`src/rtl/sd_field_loader.sv`:
```
// -----------------------------------------------------------------------------
// sd_field_loader
//
// Loads a Game-of-Life field image from the SD card into grid RAM. A load reads
// NUM_BLOCKS consecutive 512-byte blocks starting at base_block. Each byte is
// unpacked LSB first into 8 single-cell writes, so one block fills 4096 cells.
//
// Ports
//   clk_spi      in   1       sole clock (SPI-domain clock)
//   reset        in   1       synchronous, active-high
//   start        in   1       one-cycle load request, sampled only while idle
//   base_block   in   32      first block id, captured on an accepted start
//   block_id     out  32      id of the block currently requested
//   blk_execute  out  1       one-cycle pulse: begin read of block_id
//   in_data      in   8       byte from the block reader
//   in_valid     in   1       in_data valid, held by the producer until taken
//   in_ready     out  1       loader can take a byte this cycle
//   cell_addr    out  ADDR_W  grid RAM write address
//   cell_data    out  1       grid RAM write data
//   cell_we      out  1       grid RAM write enable
//   busy         out  1       high from accepted start until the load ends
//   done         out  1       one-cycle pulse after the last cell write
//
// All outputs are registered: the next-state process computes the value each
// output takes in the following cycle, so an output is high exactly while the
// FSM sits in the state that owns it.
// -----------------------------------------------------------------------------
module sd_field_loader #(
    parameter int NUM_BLOCKS = 1,
    parameter int ADDR_W     = 12,
    parameter int INVERT     = 0
) (
    input  logic              clk_spi,
    input  logic              reset,
    input  logic              start,
    input  logic [31:0]       base_block,
    output logic [31:0]       block_id,
    output logic              blk_execute,
    input  logic [7:0]        in_data,
    input  logic              in_valid,
    output logic              in_ready,
    output logic [ADDR_W-1:0] cell_addr,
    output logic              cell_data,
    output logic              cell_we,
    output logic              busy,
    output logic              done
);

    localparam int                BLK_W     = (NUM_BLOCKS > 1) ? $clog2(NUM_BLOCKS) : 1;
    localparam logic [BLK_W-1:0]  LAST_BLK  = BLK_W'(NUM_BLOCKS - 1);
    localparam logic [8:0]        LAST_BYTE = 9'd511;
    localparam logic [2:0]        LAST_BIT  = 3'd7;
    localparam logic              INV       = (INVERT != 0);

    typedef enum logic [2:0] {
        S_IDLE,
        S_ISSUE,
        S_RECV,
        S_UNPACK,
        S_DONE
    } state_t;

    // Card polarity: some images store 0 = alive, so the bit may be flipped
    // on its way to the grid.
    function automatic logic cell_bit(input logic b);
        return b ^ INV;
    endfunction

    state_t             state, state_nxt;

    logic [31:0]        base_q, base_nxt;
    logic [7:0]         shift_q, shift_nxt;

    logic [BLK_W-1:0]   blk_idx, blk_idx_nxt;
    logic [8:0]         byte_cnt, byte_cnt_nxt;
    logic [2:0]         bit_cnt, bit_cnt_nxt;

    logic [31:0]        block_id_nxt;
    logic               blk_execute_nxt;
    logic               in_ready_nxt;
    logic [ADDR_W-1:0]  cell_addr_nxt;
    logic               cell_data_nxt;
    logic               cell_we_nxt;
    logic               busy_nxt;
    logic               done_nxt;

    // Control state, counters and every output register.
    always_ff @(posedge clk_spi) begin
        if (reset) begin
            state       <= S_IDLE;
            blk_idx     <= '0;
            byte_cnt    <= '0;
            bit_cnt     <= '0;
            block_id    <= '0;
            blk_execute <= 1'b0;
            in_ready    <= 1'b0;
            cell_addr   <= '0;
            cell_data   <= 1'b0;
            cell_we     <= 1'b0;
            busy        <= 1'b0;
            done        <= 1'b0;
        end else begin
            state       <= state_nxt;
            blk_idx     <= blk_idx_nxt;
            byte_cnt    <= byte_cnt_nxt;
            bit_cnt     <= bit_cnt_nxt;
            block_id    <= block_id_nxt;
            blk_execute <= blk_execute_nxt;
            in_ready    <= in_ready_nxt;
            cell_addr   <= cell_addr_nxt;
            cell_data   <= cell_data_nxt;
            cell_we     <= cell_we_nxt;
            busy        <= busy_nxt;
            done        <= done_nxt;
        end
    end

    // Pure data holding registers; their contents only matter once the FSM
    // has loaded them, so they carry no reset.
    always_ff @(posedge clk_spi) begin
        base_q  <= base_nxt;
        shift_q <= shift_nxt;
    end

    always_comb begin
        state_nxt       = state;
        base_nxt        = base_q;
        shift_nxt       = shift_q;
        blk_idx_nxt     = blk_idx;
        byte_cnt_nxt    = byte_cnt;
        bit_cnt_nxt     = bit_cnt;
        block_id_nxt    = block_id;
        blk_execute_nxt = 1'b0;
        in_ready_nxt    = 1'b0;
        cell_addr_nxt   = cell_addr;
        cell_data_nxt   = cell_data;
        cell_we_nxt     = 1'b0;
        busy_nxt        = busy;
        done_nxt        = 1'b0;

        unique case (state)
            S_IDLE: begin
                busy_nxt = 1'b0;
                if (start) begin
                    base_nxt        = base_block;
                    blk_idx_nxt     = '0;
                    cell_addr_nxt   = '0;
                    // First block is base + 0; issue it on entry to ISSUE.
                    block_id_nxt    = base_block;
                    blk_execute_nxt = 1'b1;
                    busy_nxt        = 1'b1;
                    state_nxt       = S_ISSUE;
                end
            end

            S_ISSUE: begin
                byte_cnt_nxt = '0;
                in_ready_nxt = 1'b1;
                state_nxt    = S_RECV;
            end

            S_RECV: begin
                // in_ready is the registered "in RECV" flag, so the handshake
                // uses exactly what the producer sees.
                if (in_valid && in_ready) begin
                    cell_we_nxt   = 1'b1;
                    cell_data_nxt = cell_bit(in_data[0]);
                    shift_nxt     = in_data >> 1;
                    bit_cnt_nxt   = '0;
                    state_nxt     = S_UNPACK;
                end else begin
                    in_ready_nxt  = 1'b1;
                end
            end

            S_UNPACK: begin
                // The write presented this cycle targets cell_addr; advance
                // for the next bit (or the next byte).
                cell_addr_nxt = cell_addr + 1'b1;
                if (bit_cnt != LAST_BIT) begin
                    cell_we_nxt   = 1'b1;
                    cell_data_nxt = cell_bit(shift_q[0]);
                    shift_nxt     = shift_q >> 1;
                    bit_cnt_nxt   = bit_cnt + 3'd1;
                end else if (byte_cnt != LAST_BYTE) begin
                    byte_cnt_nxt  = byte_cnt + 9'd1;
                    in_ready_nxt  = 1'b1;
                    state_nxt     = S_RECV;
                end else if (blk_idx != LAST_BLK) begin
                    blk_idx_nxt     = blk_idx + 1'b1;
                    // 32-bit add: a base near the top of the id space wraps.
                    block_id_nxt    = base_q + 32'(blk_idx_nxt);
                    blk_execute_nxt = 1'b1;
                    state_nxt       = S_ISSUE;
                end else begin
                    done_nxt  = 1'b1;
                    busy_nxt  = 1'b0;
                    state_nxt = S_DONE;
                end
            end

            S_DONE: begin
                busy_nxt  = 1'b0;
                state_nxt = S_IDLE;
            end

            default: begin
                busy_nxt  = 1'b0;
                state_nxt = S_IDLE;
            end
        endcase
    end

endmodule

```
`config.mk`:
```
export PLATFORM = sky130hd
export DESIGN_NAME = sd_field_loader
export DESIGN_NICKNAME = d
export VERILOG_FILES = /design/src/rtl/sd_field_loader.sv
export SDC_FILE = /design/constraint.sdc
export NUM_CORES = 1
export LEC_CHECK = 0
export ABC_AREA = 1
export BUFFER_PORTS_ARGS = -buffer_cell sky130_fd_sc_hd__buf_2
export CORE_MARGIN = 2
export CORE_UTILIZATION = 45
export DETAILED_ROUTE_END_ITERATION = 8
export PLACE_DENSITY = 0.75
export SYNTH_ARGS = -nofsm -noshare
export SYNTH_HDL_FRONTEND = slang
export SYNTH_SLANG_ARGS = --single-unit
```
`constraint.sdc`:
```
create_clock -name clk_spi -period 1.72 [get_ports clk_spi]
set_input_delay 0.086 -clock clk_spi [delete_from_list [all_inputs] [get_ports clk_spi]]
set_output_delay 0.086 -clock clk_spi [all_outputs]
set_load 0.03 [all_outputs]
```
==> results of run 1 <==
## kinds of logic after synthesis
| group | synth area share [%] |
|---|---|
| AO/OA/AOI/OAI | 17.5 |
| adder cells (fa/ha/maj) | 2.02 |
| buffers and inverters | 7.52 |
| flip-flops | 48.8 |
| AND/OR/NAND/NOR | 24.1 |
## layer usage
metal | GRT usage (%) | up-vias
li1 | - | 1581
met1 | 24.9 | 1430
met2 | 37.7 | 82
met3 | 7.49 | 9
met4 | 8.10 | 0
met5 | 0 | -
## Yosys cell counts, drive strengths merged
library cell and number:
buf 12, nor4 2, a21boi 1, nand4 1, nor3 3, nand3 19, o22ai 2, o21ai 49
a31oi 4, clkbuf 7, and2 1, inv 33, nand3b 1, dfxtp 65, nand2 98, a21oi 48
edfxtp 7, ha 5, nor2 49
## power by group through the flow
stage,Clock (mW),Combinational (mW),Sequential [mW]
6_report,1.50,1.25,1.96
5_1_grt,1.59,1.36,1.99
4_1_cts,1.53,1.21,1.96
3_5_place_dp,0,1.18,1.99
3_3_place_gp,0,1.16,1.99
2_1_floorplan,0,0.561,2.26
## cells in the final DEF (no fill, tap or decap), types with 2 or more instances in the layout
master | netlist | routed
a31oi_1 | 4 | 4
dfxtp_1 | 65 | 63
nand3_1 | 17 | 15
ha_1 | 5 | 3
inv_1 | 30 | 27
edfxtp_1 | 7 | 7
nor2_4 | 3 | 3
nor2_2 | 3 | 3
dlygate4sd3_1 | 0 | 21
o21ai_1 | 1 | 2
nor2_1 | 43 | 43
nand3_2 | 2 | 4
nor3_1 | 3 | 2
nand2_1 | 95 | 90
o21ai_0 | 45 | 43
nor4_1 | 2 | 2
inv_6 | 0 | 2
nand2_2 | 2 | 6
inv_2 | 3 | 6
buf_12 | 0 | 2
a21oi_2 | 0 | 3
nand2_4 | 1 | 2
buf_4 | 4 | 12
clkbuf_8 | 0 | 9
a21oi_1 | 48 | 45
o21ai_2 | 3 | 3
bufinv_16 | 0 | 2
o22ai_1 | 2 | 2
buf_2 | 5 | 93
## worst paths after layout
kind / startpoint / to / slack [ns] / cells past startpoint
hold reg to reg: block_id[18] / block_id[18] / 0.46 / 2
setup / recovery: byte_cnt[0] / byte_cnt[4] / -0.02 / 11
setup reg to reg: byte_cnt[0] / byte_cnt[4] / -0.02 / 11
hold / removal: in_data[2] / shift_q[1] / 0.02 / 3
## through the flow
stage / cells / cell area, sq um / TNS (ns) / util [%] / total power, mW
2_1_floorplan: 407 / 3120 / 0 / - / 2.82
3_3_place_gp: 575 / 3710 / 0 / 55.2 / 3.15
3_5_place_dp: 575 / 3710 / -0.189 / 55.2 / 3.16
4_1_cts: 612 / 4140 / 0 / 61.6 / 4.70
5_1_grt: 613 / 4200 / -1.46 / 62.5 / 4.94
6_report: 613 / 4200 / -0.0382 / 62.5 / 4.71
## flip-flops by register name (all words and copies together), names as in the netlist, 3 cells and up
name	cells
state	3
cell_addr	12
shift_q	7
block_id	32
bit_cnt	3
byte_cnt	9
## final cells by class
class	instances	area, sq um
clock buffer	10	128
clock inverter	6	91.3
fill	580	2520
inverter	33	124
multi-input combinational	283	1420
sequential	72	1520
tap	80	100
timing repair buffer	129	817
## worst max-delay path, cell delays in order, from the launching register on
cell     delay [ns]
dfxtp_4        0.37
ha_4           0.13
nand2_2        0.05
inv_2          0.06
nand3_2        0.07
nor3_2         0.17
ha_2           0.19
inv_2          0.05
o21ai_4        0.21
nor2_4         0.11
a31oi_1        0.17
nor2_1         0.06
## timing repair
action,CTS,global route
gates resized for setup,0,16
cloned,0,0
hold endpoints to repair,21,0
pin swaps,3,8
endpoints found under the setup margin,8,10
hold buffers,21,0
setup buffers,0,1
==> flow_metrics.env, run 1 <==
export IMPL_clock_skew_ns=0.0121
export IMPL_hold_class="in -> reg"
export IMPL_syn_nets=456
export IMPL_grt_max_degree=31
export IMPL_intPower_mw=3.11
export IMPL_period_share_pct=101
export IMPL_antenna_left=0
export IMPL_worstPathArrival_ns=1.98
export IMPL_synth_seq_cells=72
export IMPL_finalHoldViolCount=0
export IMPL_dr_total_vias=3102
export IMPL_routedLengthMet1_mm=3.41
export IMPL_finalSetupViolCount=3
export IMPL_core_area_sq_um=6720
export IMPL_finalCriticalPeriod_ns=1.74
export IMPL_syn_area_sq_um=3100
export IMPL_wl_met2_mm=3.86
export IMPL_syn_inst=407
export IMPL_seqPwrFrac_pct=41.7
export IMPL_crit_fanout=10
export IMPL_final_nets=577
export IMPL_yosys_warnings=0
export IMPL_wl_met3_um=440
export IMPL_cts_root_buf="clkbuf_8"
export IMPL_relSlewSlack_pct=68.4
export IMPL_dr_max_layer_used="met4"
export IMPL_drive_above_1_share_pct=29.8
export IMPL_gp_congestion=0.809
export IMPL_area_delta_synth_final_pct=35.6
export IMPL_worstSetupEndpointType="flop"
export IMPL_outcome="finished with violations"
export IMPL_max_cap_violations=0
export IMPL_io_pins=94
export IMPL_start_util_pct=46.1
export IMPL_cts_buffers=9
export IMPL_timing_fmax_mhz=574
export IMPL_tightest_slew_ns=0.474
export IMPL_overflow=0
export IMPL_htree_levels=3
export IMPL_power_leakage_nw=1.87
export IMPL_grt_pass1_wl_mm=13.1
export IMPL_dp_hpwl_mm=5.01
export IMPL_combPwrFrac_pct=26.5
export IMPL_synth_distinct_cells=31
export IMPL_insertion_delay_ns=0.35
export IMPL_rsz0062_at_grt="true"
export IMPL_die_h_um=86.9
export IMPL_rows=30
export IMPL_critical_path_required_ns=1.96
export IMPL_setup_ws_ns=-0.0228
export IMPL_diodes=0
export IMPL_grtUsageTotal_pct=21.8
export IMPL_portBuffers=93
export IMPL_dr_pass1_iters=5
export IMPL_grt_pass1_vias=3024
export IMPL_clkPwrFrac_pct=31.8
export IMPL_p_sw_mw=1.60
export IMPL_chipWidth_um=86.9
export IMPL_drtIter0Drc=128
export IMPL_post_drt_via_cell_ratio=5.06
export IMPL_clockBufferDepth=2
export IMPL_synth_top_area_share_pct=42.0
export IMPL_cts_tree="yes"
export IMPL_clock_sinks=72
export IMPL_antenna_found_initial=0
export IMPL_routedWlPerCell_um=12.8
export IMPL_ir_drop_mv=0.840
export IMPL_switching_share_pct=34.0
export IMPL_drt_wl_total_mm=7.83
export IMPL_die_area_sq_um=7560
export IMPL_drc=0
export IMPL_preCtsSetupSlack_ns=-0.0666
export IMPL_seq_area_frac_synth_pct=48.8
export IMPL_synth_top_cell_by_area="dfxtp_1"
export IMPL_syn_avg_cell_area_sq_um=7.61
export IMPL_start_kind="flop"
export IMPL_hold_ws_ns=0.0214
export IMPL_final_max_slew_viol_count=0
export IMPL_critPathKind="reg -> reg"
export IMPL_violations="negative setup slack"
export IMPL_clk_pin_slew_ns=0.07
export IMPL_p_per_area_nw_per_um2=1120
export IMPL_synthTopCellsByArea="dfxtp_1 (42%), nand2_1 (12%), a21oi_1 (7.8%)"
Power figures use the tool's default switching activity.
==> run 2, diff against run 1 <==
Settings changed: MAX_ROUTING_LAYER set to met4.
==> run 2 against run 1 <==
  * The run still ends with negative setup slack left
  * Final cell count unchanged
  * Critical path depth unchanged
  * Wire length decreased by 0.49%
  * First-iteration DRC count increased by 18%
  * Clock power about the same
  * Global-route usage increased by 0.66 points
  * Critical endpoint unchanged
  * Largest cell class unchanged
  * Largest power group unchanged
  * Highest routed layer unchanged
==> flow_metrics.env, run 2 (same netlist as run 1, synthesis figures left out) <==
export IMPL_outcome="finished with violations"
export IMPL_violations="negative setup slack"
export IMPL_cp_startpoint="byte_cnt[0]"
export IMPL_diodes=0
export IMPL_power_leakage_nw=1.87
export IMPL_insertion_delay_ns=0.35
export IMPL_finalCriticalPeriod_ns=1.73
export IMPL_top_register="block_id"
export IMPL_worstSetupEndpointType="flop"
export IMPL_worst_path_largest_cell_delay_ns=0.37
export IMPL_portBuffers=93
export IMPL_crit_chain="ha_4 > nand2_2 > inv_2 > nand3_2 > nor3_2 > ha_2 > inv_2 > o21ai_4 > nor2_4 > a31oi_1 > nor2_1"
export IMPL_dr_pass1_iters=5
export IMPL_path_delay_family="simple AND/OR/NAND/NOR gates"
export IMPL_final_nets=577
export IMPL_largest_reg_flops=32
export IMPL_power_total_mw=4.70
export IMPL_die_area_sq_um=7560
export IMPL_preCtsSetupSlack_ns=-0.0666
export IMPL_tightest_slew_ns=0.448
export IMPL_setup_ws_ns=-0.0139
export IMPL_fillers=580
export IMPL_finish_utilization_pct=62.5
export IMPL_gp_congestion=0.821
export IMPL_hp_start="in_data[2]"
export IMPL_drtIter0Drc=151
export IMPL_cp_common_cell="inv_2"
export IMPL_worstPathArrival_ns=1.97
export IMPL_dp_hpwl_mm=5.01
export IMPL_core_area_sq_um=6720
export IMPL_post_drt_via_cell_ratio=5.02
export IMPL_max_cap_violations=0
export IMPL_finalHoldViolCount=0
export IMPL_start_util_pct=46.1
export IMPL_mostFrequentLayoutCells="buf_2 (93), nand2_1 (90), dfxtp_1 (63)"
export IMPL_clk_pin_slew_ns=0.07
export IMPL_seq_area_sq_um=1520
export IMPL_grt_pass1_vias=3024
export IMPL_holdPathEnd="shift_q[1]"
export IMPL_area_delta_synth_final_pct=35.6
export IMPL_multiInputGateArea_sq_um=1420
export IMPL_p_per_area_nw_per_um2=1120
export IMPL_htree_levels=3
export IMPL_crit_fanout=10
export IMPL_critical_path_required_ns=1.95
export IMPL_period_share_pct=101
export IMPL_rsz0062_at_grt="true"
export IMPL_dr_total_vias=3077
export IMPL_die_h_um=86.9
export IMPL_cts_buffers=9
export IMPL_io_pins=94
export IMPL_finalSetupTns_ns=-0.0255
export IMPL_grtUsageTotal_pct=22.5
export IMPL_cts_root_buf="clkbuf_8"
export IMPL_clock_sinks=72
export IMPL_grt_pass1_wl_mm=13.1
export IMPL_drt_wl_total_mm=7.80
export IMPL_final_cells=613
export IMPL_ir_drop_mv=0.838
export IMPL_finalSetupViolCount=2
export IMPL_rows=30
export IMPL_layout_commonest_cell="buf_2"
export IMPL_chipWidth_um=86.9
export IMPL_cts_tree="yes"
export IMPL_hold_class="in -> reg"
export IMPL_ff2ff_setup_slack_ns=-0.01
export IMPL_drc=0
export IMPL_routedWlPerCell_um=12.7
export IMPL_grt_max_degree=31
export IMPL_relSlewSlack_pct=70.1
export IMPL_drive_above_1_share_pct=29.8
export IMPL_final_max_slew_viol_count=0
export IMPL_clockBufferDepth=2
export IMPL_timing_rr_start="byte_cnt[0]"
export IMPL_hold_ws_ns=0.0224
export IMPL_critPathSlowestCell="dfxtp_4"
export IMPL_r2r_end="byte_cnt[4]"
export IMPL_critPathBufInv=2
export IMPL_critPathKind="reg -> reg"
export IMPL_final_cell_area_sq_um=4200
export IMPL_antenna_left=0
export IMPL_reg2reg_depth=11
export IMPL_overflow=0
export IMPL_dp_cells=575
export IMPL_top_regs="block_id: 32 flops, cell_addr: 12 flops, byte_cnt: 9 flops"
export IMPL_antenna_found_initial=0
export IMPL_clock_skew_ns=0.0116
export IMPL_start_kind="flop"
export IMPL_whs_path_depth=3
export IMPL_timing_fmax_mhz=577
export IMPL_place_area_sq_um=3710
## run 2: cell counts in the layout (fill, tap and decap cells not counted)
Identical to the previous run, type by type.
## run 2: worst max-delay path by stage
stage	end	cells after the start
2_1_floorplan	byte_cnt[6]	13
3_3_place_gp	byte_cnt[6]	13
3_5_place_dp	byte_cnt[6]	13
4_1_cts	byte_cnt[6]	13
5_1_grt	busy	12
6_report	byte_cnt[4]	11
## run 2: final cells by class
cell class	instances	share of cell area, %
Sequential cell	72	36.1
Inverter	33	2.95
Timing Repair Buffer	129	19.5
Tap cell	80	2.38
Clock buffer	10	3.04
Multi-Input combinational cell	283	33.9
Clock inverter	6	2.18
## run 2: what timing repair did
action                                  in CTS  in global routing
pin swaps                                    3                  8
hold endpoints to repair                    21                  0
buffers inserted                             0                  1
gates resized for setup                      0                 16
endpoints found under the setup margin       8                 10
hold buffers                                21                  0
## run 2: power by group
group / total [mW] / internal, mW / switching (mW)
logic: 1.24 / 0.408 / 0.834
clock network: 1.49 / 0.829 / 0.662
registers: 1.96 / 1.87 / 0.0938
## run 2: worst register-to-register path, cell delays in order, from the launching register on
cell     delay, ns
dfxtp_4       0.37
ha_4          0.13
nand2_2       0.05
inv_2         0.06
nand3_2       0.07
nor3_2        0.17
ha_2          0.19
inv_2         0.05
o21ai_4       0.21
nor2_4        0.11
a31oi_1       0.17
nor2_1        0.06
## run 2: layer usage
metal | vias to the layer above | track usage [%] | share of wire [%]
met5 | - | - | 0
met3 | 8 | 6.73 | 5.1
met1 | 1417 | 25.4 | 43
met2 | 74 | 37.7 | 50
li1 | 1578 | - | -
met4 | 0 | 8.10 | 1.2
